<file path="src/rtl/pt_ring_pkg.sv">
// pt_ring_pkg: shared flit type, destination decode and starve-counter sizing for the ring node
package pt_ring_pkg;
    localparam int FLIT_W = 8;
    localparam int DEST_W = 2;
    localparam int BURST_DEF = 4;
    typedef logic [FLIT_W-1:0] flit_t;
    function automatic int cnt_w(int max_burst);
        return $clog2(max_burst + 1);
    endfunction
    localparam int STARVE_W = cnt_w(BURST_DEF);
    function automatic logic [DEST_W-1:0] dest_of(flit_t f);
        return f[FLIT_W-1 -: DEST_W];
    endfunction
endpackage

</file>
<file path="src/rtl/pt_ring_node_arb_if.sv">
// pt_ring_node_arb_if: FIFO-head inputs, pop strobes and ring/eject valid-ready outputs of a ring node
interface pt_ring_node_arb_if #(parameter int WIDTH = 8);
    logic             iThrEmpty;
    logic [WIDTH-1:0] iThrDat;
    logic             oThrRdEn;
    logic             iLocEmpty;
    logic [WIDTH-1:0] iLocDat;
    logic             oLocRdEn;
    logic             oRingVld;
    logic [WIDTH-1:0] oRingDat;
    logic             iRingRdy;
    logic             oEjVld;
    logic [WIDTH-1:0] oEjDat;
    logic             iEjRdy;
    modport slave (
        input  iThrEmpty, iThrDat, iLocEmpty, iLocDat, iRingRdy, iEjRdy,
        output oThrRdEn, oLocRdEn, oRingVld, oRingDat, oEjVld, oEjDat
    );
    modport master (
        output iThrEmpty, iThrDat, iLocEmpty, iLocDat, iRingRdy, iEjRdy,
        input  oThrRdEn, oLocRdEn, oRingVld, oRingDat, oEjVld, oEjDat
    );
endinterface

</file>
<file path="src/rtl/pt_ring_out_reg.sv">
// pt_ring_out_reg: single-entry valid/ready output register, reloads whenever empty or being drained
module pt_ring_out_reg #(parameter int W = 8) (
    input  logic         clk,
    input  logic         rst,
    input  logic         push,
    input  logic [W-1:0] din,
    input  logic         rdy,
    output logic         vld,
    output logic [W-1:0] dat,
    output logic         load
);
    assign load = !vld || rdy;
    always_ff @(posedge clk) begin
        if (rst) begin
            vld <= 1'b0;
            dat <= '0;
        end else if (load) begin
            vld <= push;
            if (push) dat <= din;
        end
    end
endmodule

</file>
<file path="src/rtl/pt_ring_node_arb.sv">
// pt_ring_node_arb: ejects self-addressed through flits, arbitrates the rest with local traffic onto the ring
// Through traffic wins the ring unless local has waited MAX_BURST consecutive through grants.
module pt_ring_node_arb import pt_ring_pkg::*; #(
    parameter int WIDTH     = FLIT_W,
    parameter int ID_W      = DEST_W,
    parameter int NODE_ID   = 0,
    parameter int MAX_BURST = BURST_DEF
) (
    input logic clk,
    input logic rst,
    pt_ring_node_arb_if.slave bus
);
    localparam int SC_W = cnt_w(MAX_BURST);
    logic [SC_W-1:0] starve_cnt;
    logic ring_load, ej_load, thr_self, thr_ring, loc_req, at_max;
    logic grant_thr, grant_loc, ej_pop;
    assign thr_self  = !bus.iThrEmpty && (bus.iThrDat[WIDTH-1 -: ID_W] == ID_W'(NODE_ID));
    assign thr_ring  = !bus.iThrEmpty && !thr_self;
    assign loc_req   = !bus.iLocEmpty;
    assign at_max    = starve_cnt == SC_W'(MAX_BURST);
    assign grant_loc = ring_load && loc_req && (!thr_ring || at_max);
    assign grant_thr = ring_load && thr_ring && !(loc_req && at_max);
    assign ej_pop    = thr_self && ej_load;
    // Pops are combinational so the FIFOs see them in the same cycle the head is consumed.
    assign bus.oThrRdEn = !rst && (ej_pop || grant_thr);
    assign bus.oLocRdEn = !rst && grant_loc;
    always_ff @(posedge clk) begin
        if (rst) starve_cnt <= '0;
        else if (ring_load) starve_cnt <= (!loc_req || grant_loc) ? '0 : at_max ? starve_cnt : starve_cnt + 1'b1;
    end
    pt_ring_out_reg #(.W(WIDTH)) u_ring (
        .clk(clk), .rst(rst), .push(grant_thr || grant_loc),
        .din(grant_loc ? bus.iLocDat : bus.iThrDat), .rdy(bus.iRingRdy),
        .vld(bus.oRingVld), .dat(bus.oRingDat), .load(ring_load)
    );
    pt_ring_out_reg #(.W(WIDTH)) u_ej (
        .clk(clk), .rst(rst), .push(ej_pop), .din(bus.iThrDat), .rdy(bus.iEjRdy),
        .vld(bus.oEjVld), .dat(bus.oEjDat), .load(ej_load)
    );
endmodule

</file>
<file path="src/flat_wrapper.sv">
// flat-port wrapper written by rule: the top's interface ports become plain ports
module pt_ring_node_arb_flat import pt_ring_pkg::*;
#(
    parameter int WIDTH     = FLIT_W,
    parameter int ID_W      = DEST_W,
    parameter int NODE_ID   = 0,
    parameter int MAX_BURST = BURST_DEF
)
  (clk, rst, bus_iThrEmpty, bus_iThrDat, bus_iLocEmpty, bus_iLocDat, bus_iRingRdy, bus_iEjRdy, bus_oThrRdEn, bus_oLocRdEn, bus_oRingVld, bus_oRingDat, bus_oEjVld, bus_oEjDat);
  pt_ring_node_arb_if #(.WIDTH(WIDTH)) bus_i ();
  input logic clk;
  input logic rst;
  input wire logic [$bits(bus_i.iThrEmpty)-1:0] bus_iThrEmpty;
  input wire logic [$bits(bus_i.iThrDat)-1:0] bus_iThrDat;
  input wire logic [$bits(bus_i.iLocEmpty)-1:0] bus_iLocEmpty;
  input wire logic [$bits(bus_i.iLocDat)-1:0] bus_iLocDat;
  input wire logic [$bits(bus_i.iRingRdy)-1:0] bus_iRingRdy;
  input wire logic [$bits(bus_i.iEjRdy)-1:0] bus_iEjRdy;
  output wire logic [$bits(bus_i.oThrRdEn)-1:0] bus_oThrRdEn;
  output wire logic [$bits(bus_i.oLocRdEn)-1:0] bus_oLocRdEn;
  output wire logic [$bits(bus_i.oRingVld)-1:0] bus_oRingVld;
  output wire logic [$bits(bus_i.oRingDat)-1:0] bus_oRingDat;
  output wire logic [$bits(bus_i.oEjVld)-1:0] bus_oEjVld;
  output wire logic [$bits(bus_i.oEjDat)-1:0] bus_oEjDat;
  assign bus_i.iThrEmpty = bus_iThrEmpty;
  assign bus_i.iThrDat = bus_iThrDat;
  assign bus_i.iLocEmpty = bus_iLocEmpty;
  assign bus_i.iLocDat = bus_iLocDat;
  assign bus_i.iRingRdy = bus_iRingRdy;
  assign bus_i.iEjRdy = bus_iEjRdy;
  assign bus_oThrRdEn = bus_i.oThrRdEn;
  assign bus_oLocRdEn = bus_i.oLocRdEn;
  assign bus_oRingVld = bus_i.oRingVld;
  assign bus_oRingDat = bus_i.oRingDat;
  assign bus_oEjVld = bus_i.oEjVld;
  assign bus_oEjDat = bus_i.oEjDat;
  pt_ring_node_arb #(.WIDTH(WIDTH), .ID_W(ID_W), .NODE_ID(NODE_ID), .MAX_BURST(MAX_BURST)) u_core (.clk(clk), .rst(rst), .bus(bus_i));
endmodule
</file>
<file path="config.mk">
export PLATFORM = sky130hd
export DESIGN_NAME = pt_ring_node_arb_flat
export DESIGN_NICKNAME = d
export VERILOG_FILES = /design/src/rtl/pt_ring_pkg.sv /design/src/rtl/pt_ring_node_arb_if.sv /design/src/rtl/pt_ring_out_reg.sv /design/src/rtl/pt_ring_node_arb.sv /design/src/flat_wrapper.sv
export SDC_FILE = /design/constraint.sdc
export NUM_CORES = 1
export LEC_CHECK = 0
export CAP_MARGIN = 20
export CORE_MARGIN = 3
export CORE_UTILIZATION = 45
export DETAILED_ROUTE_END_ITERATION = 16
export PLACE_DENSITY = 0.8
export SLEW_MARGIN = 20
export SYNTH_ARGS = -nofsm -noshare
export SYNTH_HDL_FRONTEND = slang
export SYNTH_SLANG_ARGS = --single-unit
</file>
<file path="constraint.sdc">
create_clock -name clk -period 3.9 [get_ports clk]
set_input_delay 0.585 -clock clk [delete_from_list [all_inputs] [get_ports clk]]
set_output_delay 0.585 -clock clk [all_outputs]
set_load 0.02 [all_outputs]
</file>
==> run_results.csv <==
group,metric,value,unit
floorplan,core_area,2080,sq um
grt,grt_use_met2,0.369,
drt,dr.first_iter.drc_count,43,
floorplan,die_x,54.4,um
grt,grt_max_degree,23,
critical_path,reg2reg_slack,2110,ps
synth,synth_cell_type_count,31,
final_layout,diodes,0,
min_path,hold_path_class,"flop to flop",
placed_design,dp_hpwl,2200,um
power,switching_power,0.132,mW
final_layout,instances_no_fill,185,
power,p_seq_frac,0.510,
clock_tree,worstSkewPairLatency,300,ps
drt,vias_per_cell,6.19,
synth,syn_avg_cell_area,8.80,sq um
clock_tree,cts_tree,"built",
clock_tree,cts_inserted_buffers,3,
drt,drt-pass1-iter-count,4,
run,cap_violations,0,
synth,yosysTopAreaCell,"dfxtp_1",
grt,antenna_found_initial,0,
critical_path,crit_type,"input pin to primary output",
drt,wl_per_cell,16.5,um
synth,synth.ff_latch_count,21,
synth,synth_top_area_share,0.398,
critical_path,worstPathArrival,2360,ps
clock_tree,clock-sinks,21,
grt,grt_use_met1,0.299,
timing,hold_viol,0,
drt,wirelength,3050,um
drt,drcViolationCount,0,
drt,dr_total_vias,1146,
timing,setup_viol,0,
critical_path,cp-end-kind,"primary output",
floorplan,initial_core_util,0.507,
timing,rsz0062_at_grt,"false",
critical_path,critPathMaxFanout,14,
final_layout,fin_nets,183,
timing,max_clock_freq,339,MHz
final_layout,drive_above_1_share,0.0570,
clock_tree,cts_max_level,1,
power,sw_frac_of_total,0.290,
placed_design,dp.cells,181,
floorplan,chipHeight,54.4,um
clock_tree,clockBufferDepth,2,
grt,overflow,0,
critical_path,cp.required,3310,ps
synth,yosysSeqAreaShare,0.398,
power,p_int,0.325,mW
clock_tree,post_cts_buffers,0,
min_path,whs_path_depth,1,
clock_tree,cts_root_buffer,"clkbuf_4",
run_status,status,"finished, final reports clean",
power,pwr_density_cell,304,nW/um^2
synth,synth_area,1060,sq um
timing,period_share,0.756,
grt,gr-usage-all-layers,0.225,
final_layout,nFillCells,166,
clock_tree,clk_pin_slew_worst_paths,120,ps
power,ir_drop,0.000213,V
placed_design,finalWeightedCongestion,0.886,
floorplan,ioPinCount,42,
critical_path,reg2reg_depth,5,
grt,busiest_layer,"met2",
drt,postRouteAntennaNets,0,
critical_path,worst_setup_path_start_kind,"input pin",
timing,drv_slew,0,
grt,use_met3,0.0327,
floorplan,rows,16,
power,power_frac_comb,0.257,
clock_tree,cts_hold_buf,0,
timing,setup_tns,0,ps
synth,syn_inst,120,
timing,finalCriticalPeriod,2950,ps
timing,fin_skew,1.39,ps
floorplan,die_area,2960,sq um
power,clock_power_share,0.233,
final_layout,area_growth,42.3,%
grt,grt_pass1_vias,1061,
synth,synthTopCellsByArea,"dfxtp_1 40%, a2111oi_0 10%, a31oi_1 5.9%, a21oi_1 5.2%, nor4_1 4.7%",
clock_tree,cts_resized,0,
synth,syn_nets,144,
placed_design,place.port_buffers,41,
synth,synth_warnings,0,
power,p_leak,0.484,nW
timing,worst_pin_slew,557,ps
timing,relSlewSlack,0.619,
grt,grt_pass1_wl,4860,um
==> per-stage QoR <==
| stage | setup WS, ps | util | cell area (sq um) | hold WS (ps) | total power [mW] |
|---|---|---|---|---|---|
| 3_5_place_dp | 942 | 0.709 | 1480 | 473 | 0.354 |
| 3_3_place_gp | 980 | 0.709 | 1480 | 458 | 0.352 |
| 4_1_cts | 945 | 0.722 | 1500 | 488 | 0.459 |
| 5_1_grt | 881 | 0.722 | 1500 | 503 | 0.481 |
| 6_report | 950 | 0.722 | 1500 | 485 | 0.457 |
| 2_1_floorplan | 1810 | - | 1060 | 449 | 0.295 |
==> path summary, 6_finish.rpt <==
| check | startpoint | endpoint |
|---|---|---|
| max | bus_iThrDat[6] | bus_oLocRdEn |
| min | u_core.u_ej.dat[6] | u_core.u_ej.dat[6] |
| max reg2reg | u_core.starve_cnt[0] | u_core.u_ring.dat[7] |
| min reg2reg | u_core.u_ej.dat[6] | u_core.u_ej.dat[6] |
==> final cells by class <==
class / count / area [sq um] / share of cell area
Timing Repair Buffer: 45 / 440 / 0.293
Sequential cell: 21 / 420 / 0.280
Clock buffer: 4 / 26.3 / 0.0175
Tap cell: 27 / 33.8 / 0.0225
Inverter: 3 / 11.3 / 0.00749
Multi-Input combinational cell: 85 / 571 / 0.380
==> power groups by stage <==
stage	combinational [mW]	clock [mW]	sequential (mW)
final	0.117	0.106	0.233
after global routing	0.127	0.120	0.235
after CTS	0.117	0.109	0.233
after detailed placement	0.116	0	0.238
after global placement	0.115	0	0.237
after floorplan	0.0435	0	0.251
==> per-layer routing <==
layer | routed length (um) | part of all wire
met2 | 1520 | 0.50
met1 | 1320 | 0.43
met5 | 0 | 0
met3 | 203 | 0.067
met4 | 13 | 0.0043
==> synthesized netlist by cell type (all sizes together) <==
| master | instances |
|---|---|
| or3 | 1 |
| ha | 2 |
| a21oi | 11 |
| and2 | 1 |
| o211ai | 1 |
| o21bai | 1 |
| nand3 | 6 |
| nor2 | 1 |
| nor4 | 8 |
| buf | 4 |
| o21ai | 6 |
| nand4b | 1 |
| nor3 | 1 |
| a31oi | 10 |
| nor2b | 3 |
| or3b | 1 |
| clkbuf | 7 |
| a2111oi | 17 |
| dfxtp | 21 |
| o21ba | 1 |
| inv | 3 |
| nand4 | 3 |
| nand2b | 2 |
| nand2 | 6 |
| nor3b | 2 |
==> logic make-up after synthesis <==
family / share of synthesized area
compound gates: 0.321
simple gates: 0.195
fa+ha+maj: 0.0237
buf+inv: 0.0616
flops: 0.398
==> state kept, by name (all words and copies together) (netlist names) <==
register,flops
u_core.u_ring.vld,1
u_core.u_ej.vld,1
u_core.u_ej.dat,8
u_core.u_ring.dat,8
u_core.starve_cnt,3
==> cell usage in the layout, fill, tap and decap left out, types with 2 or more instances in the layout <==
| cell type | n |
|---|---|
| a2111oi_0 | 12 |
| a2111oi_1 | 4 |
| a21oi_1 | 11 |
| a31oi_1 | 10 |
| buf_4 | 4 |
| clkbuf_4 | 3 |
| clkdlybuf4s50_1 | 41 |
| dfxtp_1 | 21 |
| ha_1 | 2 |
| inv_1 | 3 |
| nand2_1 | 6 |
| nand2b_1 | 2 |
| nand3_1 | 6 |
| nand4_1 | 3 |
| nor2b_1 | 3 |
| nor3b_1 | 2 |
| nor4_1 | 8 |
| o21ai_0 | 5 |
==> worst max-delay path, stage by stage <==
cell	delay [ps]
clkdlybuf4s50_1	500
o21ba_4	320
a2111oi_2	290
clkdlybuf4s50_1	660
Power figures use the tool's default switching activity.
